==> src/rtl/imem_loader_if.sv <==
// Byte-stream and IRAM write-port bundle for imem_loader.
// The master modport is the loader side; the slave modport is the host/memory/core side.
interface imem_loader_if #(
    parameter int unsigned ADDR_WIDTH = 8
);
    logic [7:0]            rxData;
    logic                  rxValid;
    logic                  rxReady;
    logic [ADDR_WIDTH-1:0] memAddr;
    logic [31:0]           memDin;
    logic                  memWren;
    logic                  cpuHold;
    logic                  done;
    logic                  error;

    modport master (
        input  rxData, rxValid,
        output rxReady, memAddr, memDin, memWren, cpuHold, done, error
    );

    modport slave (
        output rxData, rxValid,
        input  rxReady, memAddr, memDin, memWren, cpuHold, done, error
    );
endinterface

==> src/rtl/imem_loader.sv <==
// Framed byte-stream loader that writes 32-bit words into IRAM and holds the core meanwhile.
// Define IMEM_LOADER_CHECKSUM_EN to require a trailing XOR checksum byte per frame.
module imem_loader #(
    parameter int unsigned           ADDR_WIDTH    = 8,
    parameter logic [ADDR_WIDTH-1:0] BASE_ADDR     = '0,
    parameter logic [7:0]            START_BYTE    = 8'hA5,
    parameter bit                    HOLD_AT_RESET = 1'b1
) (
    input  logic          clock,
    input  logic          clear,
    imem_loader_if.master bus
);

`ifdef IMEM_LOADER_CHECKSUM_EN
    typedef enum logic [2:0] {S_IDLE, S_COUNT, S_DATA, S_CHECK, S_DONE, S_ERROR} state_e;
`else
    typedef enum logic [1:0] {S_IDLE, S_COUNT, S_DATA, S_DONE} state_e;
`endif

    state_e                state_q, state_d;
    logic                  rx_ready_q, rx_ready_d;
    logic [ADDR_WIDTH-1:0] mem_addr_q, mem_addr_d;
    logic [31:0]           mem_din_q, mem_din_d;
    logic                  mem_wren_q, mem_wren_d;
    logic                  cpu_hold_q, cpu_hold_d;
    logic                  done_q, done_d;
    logic [7:0]            count_q, count_d;
    logic [7:0]            word_idx_q, word_idx_d;
    logic [1:0]            byte_idx_q, byte_idx_d;
    logic [23:0]           word_sr_q, word_sr_d;
`ifdef IMEM_LOADER_CHECKSUM_EN
    logic [7:0]            csum_q, csum_d;
    logic                  error_q, error_d;
`endif

    logic accept;
    logic last_word;

    assign accept    = bus.rxValid && rx_ready_q;
    // A count byte of 0 wraps to 255 here, which is how N=0 means 256 words.
    assign last_word = (word_idx_q == count_q - 8'd1);

    // NOTE: every _d gets a default before the case so no path leaves it unassigned (no latches).
    always_comb begin
        state_d    = state_q;
        mem_addr_d = mem_addr_q;
        mem_din_d  = mem_din_q;
        mem_wren_d = 1'b0;
        cpu_hold_d = cpu_hold_q;
        done_d     = 1'b0;
        count_d    = count_q;
        word_idx_d = word_idx_q;
        byte_idx_d = byte_idx_q;
        word_sr_d  = word_sr_q;
`ifdef IMEM_LOADER_CHECKSUM_EN
        csum_d     = csum_q;
        error_d    = error_q;
`endif

        case (state_q)
            S_IDLE: begin
                if (accept && bus.rxData == START_BYTE) begin
                    state_d    = S_COUNT;
                    cpu_hold_d = 1'b1;
                end
            end

            S_COUNT: begin
                if (accept) begin
                    count_d    = bus.rxData;
                    word_idx_d = '0;
                    byte_idx_d = '0;
`ifdef IMEM_LOADER_CHECKSUM_EN
                    csum_d     = '0;
`endif
                    state_d    = S_DATA;
                end
            end

            S_DATA: begin
                if (accept) begin
`ifdef IMEM_LOADER_CHECKSUM_EN
                    csum_d = csum_q ^ bus.rxData;
`endif
                    // Little-endian assembly: earlier bytes shift toward bit 0.
                    word_sr_d  = {bus.rxData, word_sr_q[23:8]};
                    byte_idx_d = byte_idx_q + 2'd1;
                    if (byte_idx_q == 2'd3) begin
                        mem_wren_d = 1'b1;
                        mem_addr_d = BASE_ADDR + ADDR_WIDTH'(word_idx_q);
                        mem_din_d  = {bus.rxData, word_sr_q};
                        word_idx_d = word_idx_q + 8'd1;
                        if (last_word) begin
`ifdef IMEM_LOADER_CHECKSUM_EN
                            state_d = S_CHECK;
`else
                            state_d = S_DONE;
`endif
                        end
                    end
                end
            end

`ifdef IMEM_LOADER_CHECKSUM_EN
            S_CHECK: begin
                if (accept) begin
                    if (bus.rxData == csum_q) begin
                        state_d    = S_DONE;
                        done_d     = 1'b1;
                        cpu_hold_d = 1'b0;
                        error_d    = 1'b0;
                    end else begin
                        state_d    = S_ERROR;
                        error_d    = 1'b1;
                        cpu_hold_d = 1'b1;
                    end
                end
            end

            S_DONE: begin
                state_d = S_IDLE;
            end

            S_ERROR: begin
                if (accept && bus.rxData == START_BYTE) begin
                    state_d    = S_COUNT;
                    error_d    = 1'b0;
                    cpu_hold_d = 1'b1;
                end
            end
`else
            // DONE spans the final write cycle, so done lands one cycle after memWren.
            S_DONE: begin
                state_d    = S_IDLE;
                done_d     = 1'b1;
                cpu_hold_d = 1'b0;
            end
`endif

            default: state_d = S_IDLE;
        endcase

        // Ready is decoded from the next state so it is registered like every other output.
        rx_ready_d = (state_d != S_DONE);
    end

    // NOTE: sequential state uses non-blocking assignments so all flops update from pre-edge values.
    always_ff @(posedge clock) begin
        if (clear) begin
            state_q    <= S_IDLE;
            rx_ready_q <= 1'b0;
            mem_addr_q <= BASE_ADDR;
            mem_din_q  <= '0;
            mem_wren_q <= 1'b0;
            cpu_hold_q <= HOLD_AT_RESET;
            done_q     <= 1'b0;
            count_q    <= '0;
            word_idx_q <= '0;
            byte_idx_q <= '0;
            word_sr_q  <= '0;
`ifdef IMEM_LOADER_CHECKSUM_EN
            csum_q     <= '0;
            error_q    <= 1'b0;
`endif
        end else begin
            state_q    <= state_d;
            rx_ready_q <= rx_ready_d;
            mem_addr_q <= mem_addr_d;
            mem_din_q  <= mem_din_d;
            mem_wren_q <= mem_wren_d;
            cpu_hold_q <= cpu_hold_d;
            done_q     <= done_d;
            count_q    <= count_d;
            word_idx_q <= word_idx_d;
            byte_idx_q <= byte_idx_d;
            word_sr_q  <= word_sr_d;
`ifdef IMEM_LOADER_CHECKSUM_EN
            csum_q     <= csum_d;
            error_q    <= error_d;
`endif
        end
    end

    assign bus.rxReady = rx_ready_q;
    assign bus.memAddr = mem_addr_q;
    assign bus.memDin  = mem_din_q;
    assign bus.memWren = mem_wren_q;
    assign bus.cpuHold = cpu_hold_q;
    assign bus.done    = done_q;
`ifdef IMEM_LOADER_CHECKSUM_EN
    assign bus.error   = error_q;
`else
    assign bus.error   = 1'b0;
`endif

endmodule
==> src/flat_wrapper.sv <==
// flat-port wrapper written by rule: the top's interface ports become plain ports
module imem_loader_flat 
#(
    parameter int unsigned           ADDR_WIDTH    = 8,
    parameter logic [ADDR_WIDTH-1:0] BASE_ADDR     = '0,
    parameter logic [7:0]            START_BYTE    = 8'hA5,
    parameter bit                    HOLD_AT_RESET = 1'b1
)
  (clock, clear, bus_rxData, bus_rxValid, bus_rxReady, bus_memAddr, bus_memDin, bus_memWren, bus_cpuHold, bus_done, bus_error);
  imem_loader_if #(.ADDR_WIDTH(ADDR_WIDTH)) bus_i ();
  input  logic clock;
  input  logic clear;
  input wire logic [$bits(bus_i.rxData)-1:0] bus_rxData;
  input wire logic [$bits(bus_i.rxValid)-1:0] bus_rxValid;
  output wire logic [$bits(bus_i.rxReady)-1:0] bus_rxReady;
  output wire logic [$bits(bus_i.memAddr)-1:0] bus_memAddr;
  output wire logic [$bits(bus_i.memDin)-1:0] bus_memDin;
  output wire logic [$bits(bus_i.memWren)-1:0] bus_memWren;
  output wire logic [$bits(bus_i.cpuHold)-1:0] bus_cpuHold;
  output wire logic [$bits(bus_i.done)-1:0] bus_done;
  output wire logic [$bits(bus_i.error)-1:0] bus_error;
  assign bus_i.rxData = bus_rxData;
  assign bus_i.rxValid = bus_rxValid;
  assign bus_rxReady = bus_i.rxReady;
  assign bus_memAddr = bus_i.memAddr;
  assign bus_memDin = bus_i.memDin;
  assign bus_memWren = bus_i.memWren;
  assign bus_cpuHold = bus_i.cpuHold;
  assign bus_done = bus_i.done;
  assign bus_error = bus_i.error;
  imem_loader #(.ADDR_WIDTH(ADDR_WIDTH), .BASE_ADDR(BASE_ADDR), .START_BYTE(START_BYTE), .HOLD_AT_RESET(HOLD_AT_RESET)) u_core (.clock(clock), .clear(clear), .bus(bus_i));
endmodule
==> config.mk <==
export PLATFORM = sky130hd
export DESIGN_NAME = imem_loader_flat
export DESIGN_NICKNAME = d
export VERILOG_FILES = /design/src/rtl/imem_loader_if.sv /design/src/rtl/imem_loader.sv /design/src/flat_wrapper.sv
export SDC_FILE = /design/constraint.sdc
export NUM_CORES = 1
export LEC_CHECK = 0
export BUFFER_PORTS_ARGS = -buffer_cell sky130_fd_sc_hd__buf_2
export CAP_MARGIN = 20
export CELL_PAD_IN_SITES_DETAIL_PLACEMENT = 0
export CELL_PAD_IN_SITES_GLOBAL_PLACEMENT = 1
export CORE_MARGIN = 2
export CORE_UTILIZATION = 38
export DETAILED_ROUTE_END_ITERATION = 8
export PLACE_DENSITY = 0.74
export RECOVER_POWER = 100
export SLEW_MARGIN = 15
export SYNTH_ARGS = -nofsm -noshare
export SYNTH_HDL_FRONTEND = slang
export SYNTH_SLANG_ARGS = --single-unit
==> constraint.sdc <==
create_clock -name clock -period 2.3 [get_ports clock]
set_input_delay 0.46 -clock clock [delete_from_list [all_inputs] [get_ports clock]]
set_output_delay 0.46 -clock clock [all_outputs]
set_load 0.005 [all_outputs]
==> summary.txt <==
Timing
  – Final-report hold violation count: 0
  – Tcrit/Tclk final: 0.8585
  – Final worst slack: 0.3255 ns
  – Final Setup Violations: 0
  – Rel. slew slack: 0.6567
  – Max Slew Vio Count: 0
  – Crit path time final: 1.975 ns
  – RSZ-0062 raised after global routing: no
  – Tightest Pin Transition: 0.5149 ns
  – Setup Skew: 0.009721 ns
  – Setup TNS: 0 ns
  – Max frequency: 506.5 MHz

Synthesis
  – Post-Syn Instances: 446
  – Register bit total from synthesis: 88
  – Post-Synth XOR/XNOR Area: 0.03958
  – Leading area contributor after synthesis: dfxtp_1
  – Mapped Nets: 464
  – Post-Synth Adder-Cell Area: 0.02473
  – Top-area cell type share of the netlist area: 0.4975
  – Mux cell area share after synthesis: 0.005654
  – Largest family of logic cells by synthesized area: simple AND/OR/NAND/NOR gates
  – Unique masters post-synth: 37
  – Sequential element share of the synthesized area: 0.4975
  – Area share of and/or/nand/nor cells after synthesis: 0.2445
  – Synth Area in Compound Gates: 0.1470
  – Avg Cell Area, Syn: 7.939 µm²
  – Area contributors post-synth: dfxtp_1, nand2_1, a21oi_1
  – Mapped cell area: 0.003541 mm²
  – Ys Warns: 0

Hold path
  – Hold Path Cell Cnt: 3
  – Hold Crit Class: input pin to flip-flop

Worst setup path
  – Critical Path Sink Type: flip-flop
  – Reg2Reg Depth: 7
  – CP Data Required Time: 2.54 ns
  – Critical Path Source Type: flip-flop
  – Arrival time worst endpoint: 2.21 ns
  – Critical path class: flip-flop to flip-flop
  – Crit Path Max Fanout: 7

Placed design
  – Port Buffers: 54
  – Placed Cells: 591
  – RePlAce Congestion: 0.8474
  – Post-DP HPWL: 5675 µm
  – Setup WS pre-CTS: 0.4239 ns
  – DP Area: 0.003915 mm²

Detailed routing
  – WL/cell: 13.78 µm
  – Routed vias: 3,016
  – Vias/cell: 4.969
  – Post-route ant nets: 0
  – Routed WL: 8362 µm
  – Router iterations before antenna repair: 4
  – # DRC: 0
  – Initial drt markers: 79

Clocking
  – CTS sink cnt: 88
  – Postcts setup bufs: 0
  – Bufs on Longest Clock Path: 2
  – CTS clk-pin slew, worst paths: 0.09 ns
  – Worst-Skew Late Latency: 0.34 ns
  – TritonCTS clock tree: built
  – Num CTS Buffers: 9
  – Post-CTS sizing: 0
  – Root Buffer: clkbuf_8
  – Post-CTS Hold Fix Bufs: 0
  – H-tree depth reported by CTS: 3

Power
  – Peak VDD IR: 0.3287 mV
  – PwrDens: 626.3 mW/mm²
  – Static Leak: 0.001461 µW
  – Final Power: 2544 µW

Global route
  – Initial antenna violation count: 0
  – First-pass GRT wire length: 13,920 µm
  – Vias in the first global route: 2,775
  – Largest net degree at the start of global routing: 80
  – GRT Overall Usage: 0.1757
  – Overflow after GRT: 0

Floorplan
  – Die Width: 100.5 µm
  – Starting density of the core: 0.3869
  – Die H: 100.5 µm
  – Core area: 0.009153 mm²
  – IO Count: 56
  – Row count: 35
  – Die Area: 0.01011 mm²

Flow run
  – Max_cap viols: 0

Final layout
  – Area of the multi-input gates: 0.001635 mm²
  – Fill cell count: 965
  – Diode count: 0
  – Share of layout cells above drive strength 1: 0.1230
  – Final Instance Area: 0.004063 mm²
  – Nets: 509
  – Most common cell after layout, fill and taps aside: nand2_1
  – Layout area overhead: 14.74%
  – Register Area: 0.001762 mm²
  – Post-route non-filler standard cell count: 607
  – Most frequent cells in the layout: nand2_1, dfxtp_1, a21oi_1

Outcome
  – Status: complete, no violations
## critical path, cell delays in order, from the launching register on
cell and delay [ns]:
dfxtp_1 0.41, inv_1 0.09, ha_1 0.43, o21ai_0 0.13
buf_4 0.17, o21ai_0 0.37, buf_4 0.23, a21oi_1 0.04
## per-layer routing
layer  track usage  wire length [µm]  vias to the layer above
li1              -                 -                     1559
met3       0.03190               333                       13
met2        0.2762              3688                       69
met1        0.2422              4176                     1375
met5             0                 0                        -
met4       0.06322               162                        0
## through the flow
step,hold WS [ns],util
floorplan,0.4321,-
global placement,0.4405,0.4278
detailed placement,0.4435,0.4278
CTS,0.3774,0.4474
global route,0.3888,0.4439
finish,0.3916,0.4439
## cells in the mapped netlist
cell / instances
dfxtp_1: 88
nor4_4: 1
conb_1: 1
o31a_1: 1
a21oi_1: 76
xor2_1: 8
buf_2: 2
or3_1: 2
nand3_1: 4
a211oi_1: 2
a31oi_1: 4
and2_1: 3
o21a_1: 2
buf_4: 1
nor2_1: 16
buf_6: 1
and3_1: 4
nand3_2: 1
inv_1: 7
o21bai_1: 1
a211o_1: 1
and4bb_1: 2
xnor2_1: 8
clkbuf_1: 23
nor2b_1: 2
nand4_1: 5
nor3_1: 4
mux2i_1: 2
o21ai_1: 2
nor4_2: 1
o22ai_4: 1
ha_1: 7
o31ai_1: 1
nor3b_1: 1
a22oi_1: 1
o21ai_0: 3
nand2_1: 157
## sequential cells by signal (all words and copies together), names as in the netlist, 2 cells and up
name and cells:
u_core.bus.memDin 32, u_core.state_q 2, u_core.count_q 8, u_core.word_idx_q 8, u_core.word_sr_q 24, u_core.byte_idx_q 2, u_core.bus.memAddr 8
## cell families (layout without fill, tap and decap cells)
kind of cell	count (synthesis)	after routing
buf+inv	34	84
fa+ha+maj	7	7
mux	2	2
xor+xnor	16	16
compound gates	95	95
flops	88	88
simple gates	203	203
other cells	1	1
## area by class of cell
class	count	area share
Inverter	7	0.006468
Tap cell	111	0.03419
Clock inverter	6	0.01047
Multi-Input combinational cell	324	0.4025
Clock buffer	10	0.03388
Timing Repair Buffer	61	0.07884
Sequential cell	88	0.4336
## worst paths after layout
kind	to	from	slack [ns]
worst min-delay path	u_core.count_q[6]$_SDFFE_PP0P_	bus_rxData[6]	0.39
worst max register to register	u_core.word_idx_q[6]$_SDFFE_PP0P_	u_core.state_q[1]$_SDFF_PP0_	0.33
worst max-delay path	u_core.word_idx_q[6]$_SDFFE_PP0P_	u_core.state_q[1]$_SDFF_PP0_	0.33
worst min register to register	u_core.bus.memDin[1]$_SDFFE_PP0P_	u_core.bus.memDin[1]$_SDFFE_PP0P_	0.45
## power by group
part	internal, µW	total (µW)	leakage (µW)	switching [µW]
logic	15.4	57.6	0.000663	42.2
registers	1520	1520	0.000709	1.01
clock network	424	963	0.0000887	539
total	1960	2540	0.00146	582
Note: power is estimated with default switching activity, not from simulation.
